===== config.mk =====
export PLATFORM = sky130hd
export DESIGN_NAME = store_unit_flat
export DESIGN_NICKNAME = d
export VERILOG_FILES = /design/src/rtl/store_unit_if.sv /design/src/rtl/store_unit.sv /design/src/flat_wrapper.sv
export SDC_FILE = /design/constraint.sdc
export NUM_CORES = 1
export LEC_CHECK = 0
export BUFFER_PORTS_ARGS = -buffer_cell sky130_fd_sc_hd__buf_2
export CORE_MARGIN = 4
export CORE_UTILIZATION = 50
export DETAILED_ROUTE_END_ITERATION = 7
export GPL_TIMING_DRIVEN = 0
export PLACE_DENSITY = 0.74
export SLEW_MARGIN = 20
export SYNTH_ARGS = -nofsm -noshare
export SYNTH_HDL_FRONTEND = slang
export SYNTH_SLANG_ARGS = --single-unit

===== constraint.sdc =====
create_clock -name clk -period 1.7 [get_ports clk]
set_input_delay 0.425 -clock clk [delete_from_list [all_inputs] [get_ports clk]]
set_output_delay 0.425 -clock clk [all_outputs]
set_load 0.01 [all_outputs]

===== src/rtl/store_unit_if.sv =====
// Store-unit bus bundle: core-side store handshake, data-memory write
// channel and status flags. The store unit connects through the slave
// modport; the core/memory side (or a bench) connects through master.
interface store_unit_if;
    logic        st_valid;
    logic        st_ready;
    logic        is_sb;
    logic [31:0] st_addr;
    logic [31:0] st_data;
    logic        mem_valid;
    logic        mem_ready;
    logic [31:0] mem_addr;
    logic [31:0] mem_wdata;
    logic [3:0]  mem_wstrb;
    logic        busy;
    logic        misalign;

    modport master (
        output st_valid, is_sb, st_addr, st_data, mem_ready,
        input  st_ready, mem_valid, mem_addr, mem_wdata, mem_wstrb, busy, misalign
    );

    modport slave (
        input  st_valid, is_sb, st_addr, st_data, mem_ready,
        output st_ready, mem_valid, mem_addr, mem_wdata, mem_wstrb, busy, misalign
    );
endinterface


===== src/rtl/store_unit.sv =====
// store_unit: write buffer between the core's sb/sw stores and data memory.
// Stores are lane-encoded on acceptance and queued in a DEPTH-entry FIFO that
// drains to memory strictly in order over a valid/ready channel.
// Optional feature macro: STORE_MISALIGN_TRAP_EN -- when defined, a misaligned
// sw completes its handshake but is dropped and a one-cycle misalign pulse
// follows; when undefined, misalign is tied low and the sw is written with
// its low address bits cleared.
module store_unit #(
    parameter int DEPTH = 2
) (
    input  logic         clk,
    input  logic         rst_n,
    store_unit_if.slave  bus
);

    localparam int PTR_W = (DEPTH > 1) ? $clog2(DEPTH) : 1;
    localparam int CNT_W = $clog2(DEPTH + 1);
    localparam logic [CNT_W-1:0] CNT_ZERO = {CNT_W{1'b0}};
    localparam logic [CNT_W-1:0] CNT_ONE  = CNT_W'(1);
    localparam logic [CNT_W-1:0] CNT_FULL = CNT_W'(DEPTH);
    localparam logic [PTR_W-1:0] PTR_ZERO = {PTR_W{1'b0}};
    localparam logic [PTR_W-1:0] PTR_ONE  = PTR_W'(1);
    localparam logic [PTR_W-1:0] PTR_LAST = PTR_W'(DEPTH - 1);

    typedef struct packed {
        logic [31:0] addr;
        logic [31:0] wdata;
        logic [3:0]  wstrb;
    } entry_t;

    typedef enum logic [1:0] {
        BUF_EMPTY   = 2'd0,
        BUF_PARTIAL = 2'd1,
        BUF_FULL    = 2'd2
    } buf_state_t;

    // sb replicates the low byte to every lane; sw passes the word through
    function automatic logic [31:0] lane_data(input logic sb, input logic [31:0] d);
        if (sb) begin
            return {4{d[7:0]}};
        end else begin
            return d;
        end
    endfunction

    // sb enables the single addressed lane; sw enables all four
    function automatic logic [3:0] lane_strb(input logic sb, input logic [1:0] off);
        if (sb) begin
            return 4'b0001 << off;
        end else begin
            return 4'b1111;
        end
    endfunction

    // Pointer advance with explicit wrap at the last entry
    function automatic logic [PTR_W-1:0] ptr_inc(input logic [PTR_W-1:0] p);
        if (p == PTR_LAST) begin
            return PTR_ZERO;
        end else begin
            return p + PTR_ONE;
        end
    endfunction

    entry_t           buf_r [DEPTH];
    logic [PTR_W-1:0] wr_ptr_r;
    logic [PTR_W-1:0] rd_ptr_r;
    logic [CNT_W-1:0] count_r;
    buf_state_t       state_r;

    logic             push_s;
    logic             pop_s;
    logic             trap_s;
    logic             enq_s;
    logic [CNT_W-1:0] cnt_next_s;
    buf_state_t       state_next_s;
    entry_t           new_entry_s;
    entry_t           head_s;

    // Handshake decode; readiness comes from registered state only (no pop bypass)
    always_comb begin
        push_s = bus.st_valid && (state_r != BUF_FULL);
        pop_s  = (state_r != BUF_EMPTY) && bus.mem_ready;
`ifdef STORE_MISALIGN_TRAP_EN
        trap_s = push_s && !bus.is_sb && (bus.st_addr[1:0] != 2'b00);
`else
        trap_s = 1'b0;
`endif
        enq_s  = push_s && !trap_s;
    end

    // Lane-encode the presented store into a buffer entry
    always_comb begin
        new_entry_s.addr  = {bus.st_addr[31:2], 2'b00};
        new_entry_s.wdata = lane_data(bus.is_sb, bus.st_data);
        new_entry_s.wstrb = lane_strb(bus.is_sb, bus.st_addr[1:0]);
    end

    // Next occupancy and buffer state; simultaneous push and pop leaves count unchanged
    always_comb begin
        cnt_next_s = count_r;
        case ({enq_s, pop_s})
            2'b10:   cnt_next_s = count_r + CNT_ONE;
            2'b01:   cnt_next_s = count_r - CNT_ONE;
            default: cnt_next_s = count_r;
        endcase
        if (cnt_next_s == CNT_ZERO) begin
            state_next_s = BUF_EMPTY;
        end else if (cnt_next_s == CNT_FULL) begin
            state_next_s = BUF_FULL;
        end else begin
            state_next_s = BUF_PARTIAL;
        end
    end

    // FIFO storage, pointers, count and buffer state; reset discards all entries
    always_ff @(posedge clk or negedge rst_n) begin
        if (!rst_n) begin
            for (int i = 0; i < DEPTH; i++) begin
                buf_r[i] <= '0;
            end
            wr_ptr_r <= PTR_ZERO;
            rd_ptr_r <= PTR_ZERO;
            count_r  <= CNT_ZERO;
            state_r  <= BUF_EMPTY;
        end else begin
            count_r <= cnt_next_s;
            state_r <= state_next_s;
            if (enq_s) begin
                buf_r[wr_ptr_r] <= new_entry_s;
                wr_ptr_r        <= ptr_inc(wr_ptr_r);
            end
            if (pop_s) begin
                rd_ptr_r <= ptr_inc(rd_ptr_r);
            end
        end
    end

`ifdef STORE_MISALIGN_TRAP_EN
    logic misalign_r;

    // One-cycle error pulse following a dropped misaligned sw
    always_ff @(posedge clk or negedge rst_n) begin
        if (!rst_n) begin
            misalign_r <= 1'b0;
        end else begin
            misalign_r <= trap_s;
        end
    end

    assign bus.misalign = misalign_r;
`else
    assign bus.misalign = 1'b0;
`endif

    // Head entry drives the memory channel; zeros while empty so reset shows clean outputs
    always_comb begin
        head_s = buf_r[rd_ptr_r];
        if (state_r != BUF_EMPTY) begin
            bus.mem_addr  = head_s.addr;
            bus.mem_wdata = head_s.wdata;
            bus.mem_wstrb = head_s.wstrb;
        end else begin
            bus.mem_addr  = 32'h0000_0000;
            bus.mem_wdata = 32'h0000_0000;
            bus.mem_wstrb = 4'b0000;
        end
    end

    assign bus.st_ready  = (state_r != BUF_FULL);
    assign bus.mem_valid = (state_r != BUF_EMPTY);
    assign bus.busy      = (state_r != BUF_EMPTY);

endmodule


===== src/flat_wrapper.sv =====
// flat-port wrapper written by rule: the top's interface ports become plain ports
module store_unit_flat 
#(
    parameter int DEPTH = 2
)
  (clk, rst_n, bus_st_valid, bus_is_sb, bus_st_addr, bus_st_data, bus_mem_ready, bus_st_ready, bus_mem_valid, bus_mem_addr, bus_mem_wdata, bus_mem_wstrb, bus_busy, bus_misalign);
  store_unit_if bus_i ();
  input  logic clk;
  input  logic rst_n;
  input wire logic [$bits(bus_i.st_valid)-1:0] bus_st_valid;
  input wire logic [$bits(bus_i.is_sb)-1:0] bus_is_sb;
  input wire logic [$bits(bus_i.st_addr)-1:0] bus_st_addr;
  input wire logic [$bits(bus_i.st_data)-1:0] bus_st_data;
  input wire logic [$bits(bus_i.mem_ready)-1:0] bus_mem_ready;
  output wire logic [$bits(bus_i.st_ready)-1:0] bus_st_ready;
  output wire logic [$bits(bus_i.mem_valid)-1:0] bus_mem_valid;
  output wire logic [$bits(bus_i.mem_addr)-1:0] bus_mem_addr;
  output wire logic [$bits(bus_i.mem_wdata)-1:0] bus_mem_wdata;
  output wire logic [$bits(bus_i.mem_wstrb)-1:0] bus_mem_wstrb;
  output wire logic [$bits(bus_i.busy)-1:0] bus_busy;
  output wire logic [$bits(bus_i.misalign)-1:0] bus_misalign;
  assign bus_i.st_valid = bus_st_valid;
  assign bus_i.is_sb = bus_is_sb;
  assign bus_i.st_addr = bus_st_addr;
  assign bus_i.st_data = bus_st_data;
  assign bus_i.mem_ready = bus_mem_ready;
  assign bus_st_ready = bus_i.st_ready;
  assign bus_mem_valid = bus_i.mem_valid;
  assign bus_mem_addr = bus_i.mem_addr;
  assign bus_mem_wdata = bus_i.mem_wdata;
  assign bus_mem_wstrb = bus_i.mem_wstrb;
  assign bus_busy = bus_i.busy;
  assign bus_misalign = bus_i.misalign;
  store_unit #(.DEPTH(DEPTH)) u_core (.clk(clk), .rst_n(rst_n), .bus(bus_i));
endmodule

==> results by stage, run 1 <==
Timing:
- The final hold violation count was 0.
- The worst setup skew after layout is 9.35 ps.
- Adding up every negative setup slack in the final design gives -19410 ps.
- Setup repair after global routing could not meet its margin everywhere.
- The final number of setup-violating endpoints is between 60 and 70.
- The achievable clock frequency is 484 MHz.
- The worst pin sits at a relative slew slack of 0.653.
- The final critical delay including setup and external delays is 2070 ps.
- The share of the cycle needed by the critical path after routing is 1.22.
- The final setup slack of the worst path is -367 ps.
- The number of pins exceeding their max-slew limit in the final report is 0.
- At the pin with the least slew margin, the transition time is roughly 520 ps.

Floorplanning:
- The initial core utilization is 0.515.
- The row count is 42.
- The floorplan step set the die height to 125 microns.
- The floorplan core area is roughly 0.013 sq mm.
- The floorplan step set the die width to 125 microns.
- The area enclosed by the die boundary is 0.0157 sq mm.
- The count of pins on the block boundary is 141.

Setup path:
- The worst setup path is launched from a flip-flop.
- Tracing the worst setup path back leads to its startpoint at u_core.rd_ptr_r.
- In this run the worst path has a maximum fanout of 6.
- The capture point of the worst reg-to-reg path is u_core.buf_r[48].
- The critical register-to-register path startpoint is u_core.count_r[0].
- In this run the worst setup path terminates at bus_mem_wdata[22].
- For flop-to-flop paths, the worst setup slack is 50 ps.
- The count of cells along the worst register-to-register path is 6.
- The required time at the endpoint of the critical path is approximately 1300 ps.
- The critical path class is flip-flop to output pin.
- STA puts the critical path data arrival time at between 1500 and 2000 ps.
- The worst setup path is captured at an output pin.

Drt:
- The total via count in the routed design is ~4600.
- The number of detailed-route iterations in the first pass is 4.
- The ratio of routed vias to standard cells is roughly 5.2.
- Wires add up to 17.5 mm.
- The remaining design rule violation count is 0.
- The detailed router's first-iteration violation count is around 300.
- The detail route stage leaves a number of antenna-violating nets equal to 0.
- The per-cell routed wire length is about 20 microns.

Synthesis:
- In this run, synthesis inferred 0 flip-flops with an integrated enable.
- The mean area per synthesized cell is 13.3 sq um.
- The most used standard cell by instance count after synthesis is sky130_fd_sc_hd__dfrtp_1.
- By count the netlist is led by sky130_fd_sc_hd__dfrtp_1, sky130_fd_sc_hd__mux2_4, sky130_fd_sc_hd__nor2_1.
- The number of library cell types mapped by synthesis is 23.
- The fraction of synthesis flops using an asynchronous set or reset pin is 1.00.
- By area the synthesized netlist is led by sky130_fd_sc_hd__dfrtp_1, sky130_fd_sc_hd__mux2_4, sky130_fd_sc_hd__mux2i_1.
- sky130_fd_sc_hd__dfrtp_1 takes more of the synthesized area than any other cell.
- In the synthesized netlist the dominant register cell turns out to be sky130_fd_sc_hd__dfrtp_1.
- After synthesis the cells add up to approximately 0.0069 sq mm.
- Yosys printed 0 warnings.
- Of the post-synthesis cell area, the dominant cell type holds 0.498.
- The synthesized design contains between 100 and 150 register bits.
- The post-synthesis instance total is approximately 520.
- The share of the Yosys chip area taken by registers is 0.498.

Cells and area:
- 0 antenna diodes ended up in the layout.
- The area overhead of the layout relative to synthesis is 36.5%.
- In the final layout, the share of cells above drive strength 1 is 0.551.
- The post-route core utilization is 0.704.
- The final standard cell count with taps included and fillers excluded is approximately 890.
- The area of all placed cells without fillers is around 0.0094 sq mm.
- The net count of the finished layout is around 770.

Global routing:
- The overflow left after global routing is 0.
- The number of antenna violations at the first check in global routing is 3.
- The global-route wire length before repair is between 20 and 30 mm.
- The total track usage is 0.218.
- The maximum number of pins on one net before global-route repair is 73.
- The via count of the first global-routing pass is around 5000.

Placed design:
- The weighted congestion reported at the end of routability-driven placement is 0.800.
- The placed instances occupy a cell area of 0.00782 sq mm.
- Once placement completed, the tool counted placed cells totaling between 800 and 900.
- The post-detailed-placement half-perimeter wirelength is 11.4 mm.
- The worst slack at placement is -570 ps.
- The count of port buffers added during placement is about 140.

Power:
- The power per cell area is between 2000 and 2500 mW/mm^2.
- In this run the static leakage power is around 4.6 nW.
- VDD sags by at most 0.00160 V.

Run:
- The max capacitance violation total is 0.

Run status:
- The checks that failed: setup timing.
- The run finished, with violations left.

Hold path:
- The class of the tightest hold or removal check is input port to flip-flop.

CTS:
- The tree is rooted in a sky130_fd_sc_hd__clkbuf_16.
- The clock transition time at the flip-flop clock pins of the worst setup and hold paths is ~60 ps.
- The clock reaches the later pin of the worst-skew pair after 420 ps.
- The number of clock buffers added by TritonCTS is 17.
- The maximum buffer depth of the clock tree is 2.
- The number of sinks driven by the clock tree is 137.
- The clock tree synthesis step divided the H-tree into 4 levels.
- TritonCTS built the clock tree.
-- placed cells by master (no fill, tap or decap), types with 3 or more instances in the layout --
cell type,count
sky130_fd_sc_hd__bufinv_16,9
sky130_fd_sc_hd__o21ai_0,28
sky130_fd_sc_hd__dfrtp_1,135
sky130_fd_sc_hd__buf_2,121
sky130_fd_sc_hd__nor2_4,11
sky130_fd_sc_hd__nor2_1,52
sky130_fd_sc_hd__mux2_2,52
sky130_fd_sc_hd__mux2i_2,7
sky130_fd_sc_hd__buf_8,5
sky130_fd_sc_hd__buf_4,16
sky130_fd_sc_hd__mux2_4,80
sky130_fd_sc_hd__xor2_1,3
sky130_fd_sc_hd__buf_6,22
sky130_fd_sc_hd__clkbuf_8,3
sky130_fd_sc_hd__clkbuf_1,4
sky130_fd_sc_hd__mux2i_4,8
sky130_fd_sc_hd__inv_1,26
sky130_fd_sc_hd__xnor2_1,3
sky130_fd_sc_hd__clkbuf_16,23
sky130_fd_sc_hd__nand2_1,10
sky130_fd_sc_hd__buf_12,16
sky130_fd_sc_hd__mux2i_1,51
sky130_fd_sc_hd__nor2_2,5
sky130_fd_sc_hd__conb_1,3
-- routing by layer --
layer / vias up / global-route usage / share of wire
li1: 2117 / - / -
met1: 2286 / 0.277 / 0.41
met2: 171 / 0.344 / 0.49
met3: 22 / 0.0917 / 0.088
met4: 6 / 0.0606 / 0.015
met5: - / 0 / 0.0016
-- registers in the layout, indices dropped and copies added, names as in the netlist --
| signal | flops |
|---|---|
| u_core.buf_r | 132 |
| u_core.count_r | 2 |
| u_core.rd_ptr_r | 1 |
| u_core.wr_ptr_r | 1 |
| u_core.state_r | 1 |
-- metrics by stage --
step                hold slack, ps  power (mW)
CTS                            226        20.5
global route                   231        23.0
detailed placement             414        14.5
global placement               476        14.1
floorplan                      129        11.8
finish                         245        21.8
-- critical path, stage by stage (launching register included) --
cell and delay (ps):
sky130_fd_sc_hd__dfrtp_2 450, sky130_fd_sc_hd__buf_8 170, sky130_fd_sc_hd__clkbuf_16 160, sky130_fd_sc_hd__mux2i_1 120
sky130_fd_sc_hd__nor2_1 170, sky130_fd_sc_hd__buf_2 160
-- cell type report --
type | instances | area (sq um)
fill | 949 | 3960
sequential | 137 | 3430
multi-input combinational | 320 | 3250
timing repair buffer | 158 | 1100
buffer | 36 | 528
clock buffer | 20 | 467
clock inverter | 12 | 290
tap | 176 | 220
inverter | 27 | 104
-- timing repair --
| action | CTS | global route |
|---|---|---|
| cloned | 3 | 6 |
| setup buffers | 9 | 4 |
| hold buffers | 1 | 0 |
| gates resized for setup | 73 | 58 |
| hold endpoints to repair | 65 | 0 |
| endpoints found under the setup margin | 70 | 69 |
| pin swaps | 7 | 7 |
-- worst min path at each step --
stage                        end  cells after the start  slack [ps]       startpoint
2_1_floorplan    u_core.buf_r[0]                      0         130            rst_n
3_5_place_dp    u_core.buf_r[18]                      1         410            rst_n
5_1_grt         u_core.buf_r[40]                      2         230   bus_st_addr[4]
3_3_place_gp     u_core.wr_ptr_r                      1         480  u_core.wr_ptr_r
4_1_cts        u_core.buf_r[132]                      2         230  bus_st_addr[28]
6_report        u_core.buf_r[40]                      2         250   bus_st_addr[4]
-- kinds of logic (layout without fill, tap and decap cells) --
family / count (synthesis) / count (layout) / share of synthesized area
xor gates and xnor gates: 6 / 6 / 0.00764
AOI/OAI and AO/OA: 29 / 29 / 0.0213
DFF: 137 / 137 / 0.498
muxes: 198 / 198 / 0.356
other: 1 / 3 / 0.000545
and+or+nand+nor: 83 / 83 / 0.0500
adders and majority gates: 1 / 1 / 0.00182
buffers and inverters: 64 / 253 / 0.0644
-- where the power goes --
group	internal, mW	switching, mW
clock network	3.31	1.40
logic	6.39	4.63
registers	4.95	1.11
No activity file was read; power rests on OpenSTA's default activity.
==> inputs of run 2 (changes only) <==
Settings changed: PLACE_DENSITY 0.74 to 0.77, SKIP_LAST_GASP set to 1.
Clock period 1.7 ns to 1.8 ns, I/O delays scaled along.
==> run 2 against run 1 <==
  * The run still ends with setup timing left
  * Sequential power decreased by 7.3%
  * Global-route usage shrank 0.46 points
  * Clock power decreased by 31%
  * Combinational power is 19% lower
  * Setup slack improved by 120 ps
  * Sequential share of layout area increased by 2.9 points
  * Utilization shrank 5.2 points
  * Register-to-register slack got worse by 80 ps
  * Critical endpoint is now bus_mem_wdata[23]
  * Largest power group unchanged
  * Highest routed layer is now met4
==> results by stage, run 2 (synthesized netlist as in run 1, its figures left out) <==
Run:
- The max capacitance violation total was 0 (unchanged).

Global routing:
- The global-route wire length before repair is 26.6 mm (was 26.9 mm).
- The maximum number of pins on one net before global-route repair is 88 (was 73).
- The via count of the first global-routing pass is 5013 (was 4956).
- The total track usage is 0.213 (was 0.218).
- The overflow left after global routing was 0 (unchanged).
- The number of antenna violations at the first check in global routing is 0 (was 3).

Setup path:
- The critical path class is flip-flop to output pin (unchanged).
- The critical path endpoint category is an output pin (unchanged).
- The highest cell delay on the worst timing path is 440 ps (was 450 ps).
- The critical register-to-register path startpoint is u_core.state_r[1] (was u_core.count_r[0]).
- The number of buffer and inverter stages on the critical path is 3 (unchanged).
- The required time at the endpoint of the critical path is 1350 ps (was 1270 ps).
- The worst-case register-to-register setup slack is -30 ps (was 50 ps).
- The biggest fanout along the worst timing path came to 10 (was 6).
- The element type at the critical path start is a flip-flop (unchanged).
- The first element of the critical path was u_core.rd_ptr_r (unchanged).
- The critical path's slowest cell is sky130_fd_sc_hd__dfrtp_2 (unchanged).
- Cell chain of the critical path: buf_8, buf_12, mux2i_1, nor2_1, buf_2 (was buf_8, clkbuf_16, mux2i_1, nor2_1, buf_2).
- The data arrival time of the critical path is 1600 ps (was 1640 ps).
- The cell class contributing the biggest share of worst-path delay is buffers and inverters (unchanged).

Timing:
- The number of pins exceeding their max-slew limit in the final report is 0 (unchanged).
- The final critical delay including setup and external delays is between 2000 and 2500 ps.
- The worst setup skew after layout is 4.05 ps (was 9.35 ps).
- The worst hold slack after final layout is 274 ps (was 245 ps).
- The share of the cycle needed by the critical path after routing is 1.14.
- The final number of setup-violating endpoints came to 69 (was 68).
- For this run, the top clock speed supported by timing is 487 MHz.
- Setup repair after global routing missed its margin: true (unchanged).
- The final hold violation count is 0 (unchanged).
- The final setup slack of the worst path was -251 ps (was -367 ps).

Floorplanning:
- The row count came to 42 (unchanged).
- The horizontal die dimension was 125 microns (unchanged).
- The initial core utilization is 0.515 (unchanged).
- The count of pins on the block boundary is 141 (unchanged).
- The area enclosed by the die boundary came to 0.0157 sq mm (unchanged).
- The vertical extent of the die is 125 microns (unchanged).
- The floorplan core area is 0.0133 sq mm (unchanged).

Cells and area:
- The commonest non-fill, non-tap cell in the layout is sky130_fd_sc_hd__dfrtp_1 (unchanged).
- The area overhead of the layout relative to synthesis was 26.5% (was 36.5%).
- Regs by FF count: u_core.buf_r (132), u_core.count_r (2) (unchanged).
- The share of final-layout standard cells stronger than drive strength 1 is 0.506 (was 0.551).
- The register name with the most flops is u_core.buf_r (unchanged).
- The area of all placed cells without fillers is 0.00870 sq mm (was 0.00939 sq mm).
- The net count of the finished layout is 759 (was 767).
- Most frequent cells in the layout: sky130_fd_sc_hd__dfrtp_1, sky130_fd_sc_hd__buf_2, sky130_fd_sc_hd__mux2_4 (unchanged).
- The flip-flop count of the largest register, all copies and words added is 132 (unchanged).
- The antenna diode count is 0 (unchanged).

Hold path:
- The class of the tightest hold or removal check is input port to flip-flop (unchanged).
- The startpoint of the tightest hold check path is bus_st_addr[16] (was bus_st_addr[4]).

Drt:
- The number of detailed-route iterations in the first pass was 5 (was 4).
- The total via count in the routed design is 4527 (was 4602).
- The per-cell routed wire length came to 18.6 microns (was 19.8 microns).
- The number of nets with antenna violations after routing came to 0 (unchanged).
- The post-detailed-routing wire length is 16.3 mm (was 17.5 mm).
- The detailed router's first-iteration violation count is 268 (was 296).
- The ratio of routed vias to standard cells was 5.18 (was 5.19).
- The remaining design rule violation count is 0 (unchanged).

Placed design:
- The post-detailed-placement half-perimeter wirelength is 11.3 mm (was 11.4 mm).
- The weighted congestion reported at the end of routability-driven placement is 0.842 (was 0.800).
- The count of port buffers added during placement is 136 (unchanged).
- The post-place instance area is 0.00782 sq mm (unchanged).

CTS:
- The number of clock buffers inserted by TritonCTS is 17 (unchanged).
- The clock tree from TritonCTS is built (unchanged).
- The clock latency on the worst-skew pair is 410 ps (was 420 ps).
- The maximum buffer depth of the clock tree came to 2 (unchanged).
- The buffer type at the clock tree root is sky130_fd_sc_hd__clkbuf_16 (unchanged).
- The number of sinks driven by the clock tree is 137 (unchanged).
- The number of levels the H-tree was split into is 4 (unchanged).
- The clock transition time at the flip-flop clock pins of the worst setup and hold paths is 60 ps (about the same).

Power:
- The switching fraction of total power is 0.338 (was 0.327).
- The switching power is 6.02 mW (was 7.13 mW).
- The power per cell area is 2040 mW/mm^2 (was 2320 mW/mm^2).
- The peak ir drop on the vdd network is 0.00112 V (was 0.00160 V).
- The fraction of power consumed by sequential logic is 0.315 (was 0.278).
- The clock network power share is 0.182 (was 0.216).
- The leakage power summed over all cells is 4.38 nW (was 4.59 nW).
- The total internal power is 11.8 mW (was 14.7 mW).
- The combinational group share of total power is 0.503 (was 0.506).

Run status:
- Violations in the final reports: setup timing (unchanged).
- Outcome: complete, but fails checks (unchanged).
-- run 2: timing repair --
item,CTS,global route
resized for setup,50,18
hold buffers,1,0
buffers inserted,10,2
endpoints found under the hold margin,50,0
gates cloned,0,1
pin swaps,1,1
setup endpoints to repair,69,66
-- run 2: metal layers --
metal / share of wire / GRT usage / up-vias
met4: 0.012 / 0.0599 / 0
met3: 0.083 / 0.0746 / 20
met2: 0.48 / 0.346 / 178
li1: - / - / 2090
met5: 0 / 0 / -
met1: 0.43 / 0.273 / 2239
-- run 2: per-stage QoR --
stage | util | total power [mW] | TNS [ps] | worst slack [ps] | std cells
final | 0.652 | 17.8 | -10650 | -251 | 874
after detailed placement | 0.586 | 13.6 | -17250 | -453 | 834
after CTS | 0.644 | 17.6 | -11120 | -254 | 871
after global routing | 0.652 | 18.9 | -15890 | -308 | 874
after floorplan | - | 11.2 | 0 | 128 | 521
after global placement | 0.583 | 13.4 | -214560 | -1450 | 833
-- run 2: power groups by stage --
| stage | Clock (mW) | Sequential, mW | Combinational, mW |
|---|---|---|---|
| 3_3_place_gp | 0 | 5.44 | 7.92 |
| 3_5_place_dp | 0 | 5.56 | 8.08 |
| 2_1_floorplan | 0 | 5.29 | 5.86 |
| 4_1_cts | 3.31 | 5.56 | 8.73 |
| 6_report | 3.24 | 5.61 | 8.94 |
| 5_1_grt | 3.46 | 5.80 | 9.66 |
-- run 2: cell type report --
cell class / instances / area, sq um
fillers: 994 / 4640
clock inverters: 3 / 40.0
inverters: 27 / 101
flip-flops and latches: 137 / 3430
multi-input cells: 320 / 3050
plain buffers: 35 / 497
repair buffers: 151 / 860
well taps: 176 / 220
clock buffers: 25 / 505
-- run 2: final timing paths --
kind                                      to  cells past startpoint
max                        bus_mem_wdata[23]                      5
min                         u_core.buf_r[52]                      2
max reg2reg                u_core.state_r[1]                      8
min reg2reg                  u_core.wr_ptr_r                      1
min in group asynchronous   u_core.buf_r[86]                      2
max in group asynchronous  u_core.count_r[0]                      3
-- run 2: worst register-to-register path: cells and delay by family, from the launching register on --
family                   cells  cell delay, ps
AO/OA/AOI/OAI                1             130
adder cells (fa/ha/maj)      1             340
buffers and inverters        3             250
flip-flops                   1             410
AND/OR/NAND/NOR              3             610
